`src/rtl/calc_pkg.sv`:
```
// Shared constants for the stack calculator: opcodes, error codes, default
// stack geometry (also used by picture_generator) and the MUL FSM state type.
package calc_pkg;

    localparam int CALC_WIDTH = 16;
    localparam int CALC_DEPTH = 24;

    localparam logic [2:0] OP_PUSH  = 3'd0;
    localparam logic [2:0] OP_POP   = 3'd1;
    localparam logic [2:0] OP_ADD   = 3'd2;
    localparam logic [2:0] OP_SUB   = 3'd3;
    localparam logic [2:0] OP_MUL   = 3'd4;
    localparam logic [2:0] OP_DUP   = 3'd5;
    localparam logic [2:0] OP_SWAP  = 3'd6;
    localparam logic [2:0] OP_CLEAR = 3'd7;

    localparam logic [1:0] ERR_NONE = 2'd0;
    localparam logic [1:0] ERR_OVF  = 2'd1;
    localparam logic [1:0] ERR_UNF  = 2'd2;
    localparam logic [1:0] ERR_ILL  = 2'd3;

    typedef enum logic {
        S_IDLE = 1'b0,
        S_MUL  = 1'b1
    } fsm_state_t;

endpackage

```
`src/rtl/seq_multiplier.sv`:
```
// Shift-add multiplier producing the low WIDTH bits of a*b.
// A start pulse loads the operands; WIDTH clock edges later the last
// iteration is presented combinationally on product together with done,
// so the caller can capture the result on that same edge.
module seq_multiplier #(
    parameter int WIDTH = 16
) (
    input  logic             clk,
    input  logic             reset,
    input  logic             start,
    input  logic [WIDTH-1:0] a,
    input  logic [WIDTH-1:0] b,
    output logic             done,
    output logic [WIDTH-1:0] product
);

    localparam int CW = $clog2(WIDTH);

    logic [WIDTH-1:0] mcand;
    logic [WIDTH-1:0] mplier;
    logic [WIDTH-1:0] acc;
    logic [WIDTH-1:0] acc_step;
    logic [CW-1:0]    count;
    logic             busy;

    assign acc_step = acc + (mplier[0] ? mcand : '0);
    assign done     = busy && (count == CW'(WIDTH - 1));
    assign product  = acc_step;

    // Load operands on start, then one shift-add iteration per edge while busy.
    always_ff @(posedge clk) begin
        if (reset) begin
            busy  <= 1'b0;
            count <= '0;
        end else if (start) begin
            mcand  <= a;
            mplier <= b;
            acc    <= '0;
            count  <= '0;
            busy   <= 1'b1;
        end else if (busy) begin
            acc    <= acc_step;
            mcand  <= mcand << 1;
            mplier <= mplier >> 1;
            count  <= count + 1'b1;
            if (done) begin
                busy <= 1'b0;
            end
        end
    end

endmodule

```
`src/rtl/calc_stack.sv`:
```
// Operand stack and ALU of the stack calculator. Shift-register stack whose
// registers are presented directly on numbers (TOS in the lowest word).
// Build option CALC_MUL_EN: when defined, opcode MUL runs on a WIDTH-cycle
// sequential multiplier and cmd_ready drops while it works; when undefined,
// MUL is rejected as an illegal op and cmd_ready is tied high.
module calc_stack
    import calc_pkg::*;
#(
    parameter int               WIDTH      = CALC_WIDTH,
    parameter int               DEPTH      = CALC_DEPTH,
    parameter logic [WIDTH-1:0] EMPTY_WORD = '0
) (
    input  logic                   clk,
    input  logic                   reset,
    input  logic                   cmd_valid,
    output logic                   cmd_ready,
    input  logic [2:0]             cmd_op,
    input  logic [WIDTH-1:0]       cmd_data,
    output logic [4:0]             depth,
    output logic [DEPTH*WIDTH-1:0] numbers,
    output logic                   err_pulse,
    output logic [1:0]             err_code
);

    localparam logic [4:0] FULL = 5'(DEPTH);

    logic [WIDTH-1:0] stack     [DEPTH];
    logic [WIDTH-1:0] stack_nxt [DEPTH];
    logic [WIDTH-1:0] shift_up  [DEPTH];
    logic [WIDTH-1:0] shift_dn  [DEPTH];
    logic [4:0]       depth_nxt;
    logic [1:0]       code_nxt;
    logic [1:0]       bad;
    logic             pulse_nxt;
    logic             start_mul;
    logic             accept;
    logic             mul_done;
    logic [WIDTH-1:0] mul_product;

    assign accept = cmd_valid & cmd_ready;

    for (genvar g = 0; g < DEPTH; g++) begin : g_flat
        assign numbers[g*WIDTH +: WIDTH] = stack[g];
    end

`ifdef CALC_MUL_EN
    fsm_state_t state;

    seq_multiplier #(.WIDTH(WIDTH)) u_mul (
        .clk     (clk),
        .reset   (reset),
        .start   (start_mul),
        .a       (stack[1]),
        .b       (stack[0]),
        .done    (mul_done),
        .product (mul_product)
    );

    // IDLE/MUL sequencing; cmd_ready is registered alongside the state.
    always_ff @(posedge clk) begin
        if (reset) begin
            state     <= S_IDLE;
            cmd_ready <= 1'b1;
        end else begin
            case (state)
                S_IDLE: if (start_mul) begin
                    state     <= S_MUL;
                    cmd_ready <= 1'b0;
                end
                S_MUL: if (mul_done) begin
                    state     <= S_IDLE;
                    cmd_ready <= 1'b1;
                end
                default: begin
                    state     <= S_IDLE;
                    cmd_ready <= 1'b1;
                end
            endcase
        end
    end
`else
    assign cmd_ready   = 1'b1;
    assign mul_done    = 1'b0;
    assign mul_product = '0;
`endif

    // Candidate stack images for push-style and pop-style commands.
    always_comb begin
        for (int i = 0; i < DEPTH - 1; i++) begin
            shift_dn[i]     = stack[i+1];
            shift_up[i + 1] = stack[i];
        end
        shift_dn[DEPTH-1] = EMPTY_WORD;
        shift_up[0]       = cmd_data;
    end

    // Legality check and next stack / depth / error state for this cycle.
    always_comb begin
        stack_nxt = stack;
        depth_nxt = depth;
        code_nxt  = err_code;
        pulse_nxt = 1'b0;
        start_mul = 1'b0;
        bad       = ERR_NONE;
        if (mul_done) begin
            stack_nxt    = shift_dn;
            stack_nxt[0] = mul_product;
            depth_nxt    = depth - 5'd1;
        end else if (accept) begin
            case (cmd_op)
                OP_PUSH: if (depth == FULL) bad = ERR_OVF;
                OP_DUP: begin
                    if (depth == 5'd0)      bad = ERR_UNF;
                    else if (depth == FULL) bad = ERR_OVF;
                end
                OP_POP:                  if (depth == 5'd0) bad = ERR_UNF;
                OP_SWAP, OP_ADD, OP_SUB: if (depth < 5'd2)  bad = ERR_UNF;
`ifdef CALC_MUL_EN
                OP_MUL:                  if (depth < 5'd2)  bad = ERR_UNF;
`else
                OP_MUL:                  bad = ERR_ILL;
`endif
                default: bad = ERR_NONE;
            endcase

            if (bad != ERR_NONE) begin
                pulse_nxt = 1'b1;
                code_nxt  = bad;
            end else begin
                code_nxt = ERR_NONE;
                case (cmd_op)
                    OP_PUSH: begin
                        stack_nxt = shift_up;
                        depth_nxt = depth + 5'd1;
                    end
                    OP_DUP: begin
                        stack_nxt    = shift_up;
                        stack_nxt[0] = stack[0];
                        depth_nxt    = depth + 5'd1;
                    end
                    OP_POP: begin
                        stack_nxt = shift_dn;
                        depth_nxt = depth - 5'd1;
                    end
                    OP_SWAP: begin
                        stack_nxt[0] = stack[1];
                        stack_nxt[1] = stack[0];
                    end
                    OP_ADD: begin
                        stack_nxt    = shift_dn;
                        stack_nxt[0] = stack[1] + stack[0];
                        depth_nxt    = depth - 5'd1;
                    end
                    OP_SUB: begin
                        stack_nxt    = shift_dn;
                        stack_nxt[0] = stack[1] - stack[0];
                        depth_nxt    = depth - 5'd1;
                    end
                    OP_MUL: begin
`ifdef CALC_MUL_EN
                        start_mul = 1'b1;
`endif
                    end
                    OP_CLEAR: begin
                        for (int i = 0; i < DEPTH; i++) stack_nxt[i] = EMPTY_WORD;
                        depth_nxt = 5'd0;
                    end
                    default: depth_nxt = depth;
                endcase
            end
        end
    end

    // Stack registers, occupancy and error reporting.
    always_ff @(posedge clk) begin
        if (reset) begin
            for (int i = 0; i < DEPTH; i++) stack[i] <= EMPTY_WORD;
            depth     <= 5'd0;
            err_pulse <= 1'b0;
            err_code  <= ERR_NONE;
        end else begin
            stack     <= stack_nxt;
            depth     <= depth_nxt;
            err_pulse <= pulse_nxt;
            err_code  <= code_nxt;
        end
    end

endmodule

```
`config.mk`:
```
export PLATFORM = sky130hd
export DESIGN_NAME = calc_stack
export DESIGN_NICKNAME = d
export VERILOG_FILES = /design/src/rtl/calc_pkg.sv /design/src/rtl/seq_multiplier.sv /design/src/rtl/calc_stack.sv
export SDC_FILE = /design/constraint.sdc
export NUM_CORES = 1
export LEC_CHECK = 0
export BUFFER_PORTS_ARGS = -buffer_cell sky130_fd_sc_hd__buf_4
export CORE_ASPECT_RATIO = 1.1
export CORE_MARGIN = 5
export CORE_UTILIZATION = 54
export DETAILED_ROUTE_END_ITERATION = 12
export PLACE_DENSITY = 0.81
export SKIP_CTS_REPAIR_TIMING = 1
export SLEW_MARGIN = 20
export SYNTH_ARGS = -nofsm -noshare
export SYNTH_HDL_FRONTEND = slang
export SYNTH_HIERARCHICAL = 1
export SYNTH_SLANG_ARGS = --single-unit
```
`constraint.sdc`:
```
create_clock -name clk -period 4.85 [get_ports clk]
set_clock_uncertainty 0.1 [all_clocks]
set_input_delay 1.2125 -clock clk [delete_from_list [all_inputs] [get_ports clk]]
set_output_delay 1.2125 -clock clk [all_outputs]
set_load 0.01 [all_outputs]
```
; Word level (Yosys, flattened, before mapping)
; Cells that the tools add are included.
[totals]
out_inout_bits = 393
input_bits = 22
regBits = 392
mem_bits_ro = 0
n_memories = 0
latch_bits = 0
ram_bits = 0
[op_classes]
magnitude_cmp = 1
div_mod_pow = 0
n_eq_ne = 8
add_sub_neg = 4
mul = 0
shifts = 0
n_reduce_logical = 13
mux = 11
bitwise = 3
[op_table]
columns = operator, count
row1 = $pmux W352 S3, 1
row2 = $pmux W32 S7, 1
row3 = $add A16 B16 Y16, 1
row4 = $sub A16 B16 Y16, 1
row5 = $pmux W5 S3, 1
row6 = $eq A3 B3 Y1 const B, 4
row7 = $mux W2, 5
row8 = $pmux W2 S5, 1
row9 = $reduce_bool A7 Y1, 1
row10 = $eq A3 B2 Y1 const B, 2
row11 = $reduce_and A3 Y1, 2
row12 = $reduce_bool A6 Y1, 1
row13 = $reduce_or A3 Y1, 2
row14 = $add A5 B1 Y5 const B, 1
row15 = $eq A5 B5 Y1 const B, 1
row16 = $logic_not A5 Y1, 1
row17 = $lt A5 B2 Y1 const B, 1
row18 = $sub A5 B1 Y5 const B, 1
row19 = $reduce_and A4 Y1, 1
row20 = $reduce_or A2 Y1, 2
row21 = $eq A3 B1 Y1 const B, 1
row22 = $logic_not A3 Y1, 1
row23 = $not A1 Y1, 3
row24 = $reduce_bool A3 Y1, 1
row25 = 2 further kinds, 3

; Longest topological paths before layout
[depth]
depth_word = 8
mapped_depth = 15

; Worst setup path after synthesis
; Ideal clock, no wire load.
[synth_path]
kind = input port to flip-flop
startpoint = input cmd_op[1]
endpoint = register stack, in the netlist numbers[13]
arrival_ps = 4014
path_slack_ps = 616
path_stages = 14
required_time_ps = 4630
path_buffers = 2
path_cell_list = buf_2 nor2b_1 clkbuf_1 and2_0 a21oi_1 a21oi_1 xor2_1 ha_1 a21oi_1 o21ai_0 a311o_1 a22oi_1 o21ai_0 o31a_1
[synth_via]
elab_chain_len = 7
word_cells_on_any_way = 17
cone_classes = eq/ne: 7 / mux: 3 / bitwise: 2 / reduce/logical: 5
[synth_lines]
columns = item, line
row1 = from (decl), calc_stack.sv:17  ; input logic [2:0] cmd_op,
row2 = $eq A3 B2 Y1 or $eq A3 B3 Y1 (tied branches), "calc_stack.sv:110, calc_stack.sv:131"
row3 = $reduce_or A3 Y1, calc_stack.sv:110  ; case (cmd_op)
row4 = $pmux W2 S5, calc_stack.sv:110
row5 = $mux W2, calc_stack.sv:109  ; end else if (accept) begin
row6 = $reduce_bool A2 Y1, calc_stack.sv:126  ; if (bad != ERR_NONE) begin
row7 = $not A1 Y1 (no source line), -
row8 = $reduce_and A4 Y1 (no source line), -
row9 = to (signal assigned), calc_stack.sv:182  ; stack <= stack_nxt;
row10 = to (decl), calc_stack.sv:27  ; logic [WIDTH-1:0] stack [DEPTH];
; Several ways; a longest one is shown, not always the timed one. The select of a mux whose other input is x is not followed.
; A chain may end at the register's enable or synchronous reset.

; Worst setup path in the final report
; Same ends and word-level chain as after synthesis.

==> impl_metrics.tcl <==
set metrics [dict create \
    fin_crit_ns 4.10 \
    ys_seq_area_share_pct 46.0 \
    tightestPinTransition_ns 0.936 \
    grt_antenna_before_repair 0 \
    hold_viol_final 0 \
    core-area_mm2 0.0313 \
    dieHeight_um 196 \
    synthMostInstantiatedCell "dfxtp_1" \
    status "complete, no violations" \
    clk_latency_ns 0.54 \
    area_growth_syn_to_layout_pct 25.4 \
    synthCells 1991 \
    grt_usage_pct 31.8 \
    cp_data_arrival_time_ns 4.43 \
    peakVddDrop_v 0.000317 \
    worstSetupEndpointType "flip-flop" \
    cp_num_buf_inv 1 \
    tns_ns 0 \
    slew_violations 0 \
    cp_slowest_stage_delay_ns 0.41 \
    drt_wl_total_um 60300 \
    dp_cells 2634 \
    synth_seq_cells 392 \
    grt_max_degree 206 \
    synth-async-reset-ratio_pct 0 \
    synth_area_per_cell_um2 8.57 \
    port_buffers 413 \
    yosysTopAreaCell "dfxtp_1" \
    path_cells "buf_4, nor2b_1, and2_0, a21oi_1, a21oi_1, xor2_1, ha_1, a21oi_1, o21ai_0, a311o_1, a22oi_1, o21ai_0, o31a_1" \
    crit_top_cell "a21oi_1" \
    critPathSlowestCell "and2_0" \
    stdcell_count 2701 \
    path_delay_family "compound AO/OA/AOI/OAI gates" \
    cp.required_ns 5.18 \
    die-area_mm2 0.0352 \
    fmax_mhz 244 \
    vias 18000 \
    worst-setup-path-type "input pin to flip-flop" \
    synth.area.top_cells "dfxtp_1 46%, a221oi_1 18%, nor3_1 10%" \
    grt_pass1_wl_um 94100 \
    setup_viol 0 \
    clock-sinks 392 \
    grt_pass1_vias 16400 \
    synth-main-ff-cell "dfxtp_1" \
    overflow 0 \
    gp_congestion 0.935 \
    ant_nets 0 \
    yosys_warnings 6 \
    dieWidth_um 179 \
    cts_root_buf "clkbuf_16" \
    drt_first_iter_violations 2653 \
    post-route-util_pct 68.3 \
    clock_path_buffers 3 \
    diodes 0 \
    rsz0062_at_grt "no" \
    synth_common_cells "392 x dfxtp_1, 388 x nor2_1, 342 x a221oi_1" \
    start_util_pct 54.5 \
    maxCapViolations 0 \
    htree_levels 2 \
    syn_area_mm2 0.0171 \
    drive_gt1_share_pct 22.4 \
    leakagePower_nw 8.58 \
    num_rows 68 \
    critPathLaunchType "input pin" \
    remaining_drc_errors 0 \
    via_per_inst 6.66 \
    pin_count 415 \
    yosysUniqueCellTypes 56 \
    wl_per_cell_um 22.3 \
    dr.pass1.iters 6 \
    crit_path_max_fanout 13 \
    finalWorstSetupSlack_ns 0.751 \
    hp-class "flip-flop to flip-flop" \
    power_density_mw_per_mm2 442 \
    maxSlewHeadroom_pct 37.6 \
    cts_tree "yes" \
    place_ws_ns 0.288 \
    clkSlewWorstSetupHoldPaths_ns 0.06 \
    hold_slack_ns 0.377 \
    layout.nets 2300 \
    dp_hpwl_um 40000 \
    synth_edf_count 0 \
    numCtsBuffers 41 \
    netlist.area_leader.share_pct 46.0 \
    synth_nets 2034 \
    finalCritPeriodShare_pct 84.5 \
]
sequential cells by signal, indices dropped and copies added, names as in the netlist:
signal	count
depth	5
err_code	2
err_pulse	1
numbers	384
placed cells by master, fill, tap and decap left out, drive strengths merged, types with 6 or more instances in the layout:
| master | synthesis | final |
|---|---|---|
| nand2b | 6 | 6 |
| clkbuf | 142 | 59 |
| ha | 19 | 19 |
| nor3 | 341 | 341 |
| a21o | 10 | 10 |
| a21oi | 41 | 41 |
| nand3 | 23 | 23 |
| xnor2 | 15 | 15 |
| a221oi | 342 | 342 |
| clkinv | 0 | 6 |
| xor2 | 9 | 9 |
| a22oi | 22 | 22 |
| a211oi | 29 | 29 |
| nand2 | 37 | 37 |
| nor2 | 388 | 388 |
| o21ai | 16 | 16 |
| nor2b | 6 | 6 |
| dfxtp | 392 | 392 |
| buf | 75 | 440 |
| inv | 13 | 15 |
kinds of logic (layout without fill, tap and decap cells):
logic type | count (synthesis) | count (layout) | synth area share, %
xor gates and xnor gates | 24 | 24 | 1.23
DFF | 392 | 392 | 46.0
other | 1 | 1 | 0.0220
and+or+nand+nor | 825 | 825 | 21.4
AOI/OAI and AO/OA | 497 | 497 | 23.9
muxes | 1 | 1 | 0.0587
buffers and inverters | 230 | 520 | 5.76
adders and majority gates | 21 | 21 | 1.63
worst min-delay path, stage by stage (launching register included):
cell     delay [ns]
dfxtp_1        0.32
nand2_1        0.06
a21oi_1        0.05
final timing paths:
kind | start | end | slack [ns] | cells past startpoint
hold / removal | numbers[371] | numbers[371] | 0.38 | 2
setup / recovery | cmd_op[1] | numbers[13] | 0.75 | 13
setup reg to reg | numbers[2] | numbers[13] | 1.11 | 11
hold reg to reg | numbers[371] | numbers[371] | 0.38 | 2
layout make-up:
class | instances | area, um2
Fill cell | 2519 | 9920
Clock inverter | 8 | 47.5
Clock buffer | 59 | 1230
Multi-Input combinational cell | 1369 | 8250
Timing Repair Buffer | 440 | 3450
Inverter | 13 | 48.8
Sequential cell | 392 | 7850
Tap cell | 420 | 526
where the power goes:
part	switching (mW)	internal, mW	leakage, nW
sequential	0.489	3.55	3.21
combinational	1.36	1.05	4.74
clock	1.26	1.75	0.635
total	3.11	6.35	8.58
per-stage QoR:
stage	power [mW]	instance area, um2
3_5_place_dp	6.45	20100
3_3_place_gp	6.37	20100
5_1_grt	9.88	21400
2_1_floorplan	5.44	17100
4_1_cts	9.44	21400
6_report	9.46	21400
metal layers:
metal,track usage [%],vias to the layer above,share of wire (%)
li1,-,8095,-
met1,43.7,8603,40
met2,47.8,1131,45
met3,7.24,171,10
met4,15.2,0,5.7
met5,0,-,0
Power figures use the tool's default switching activity.
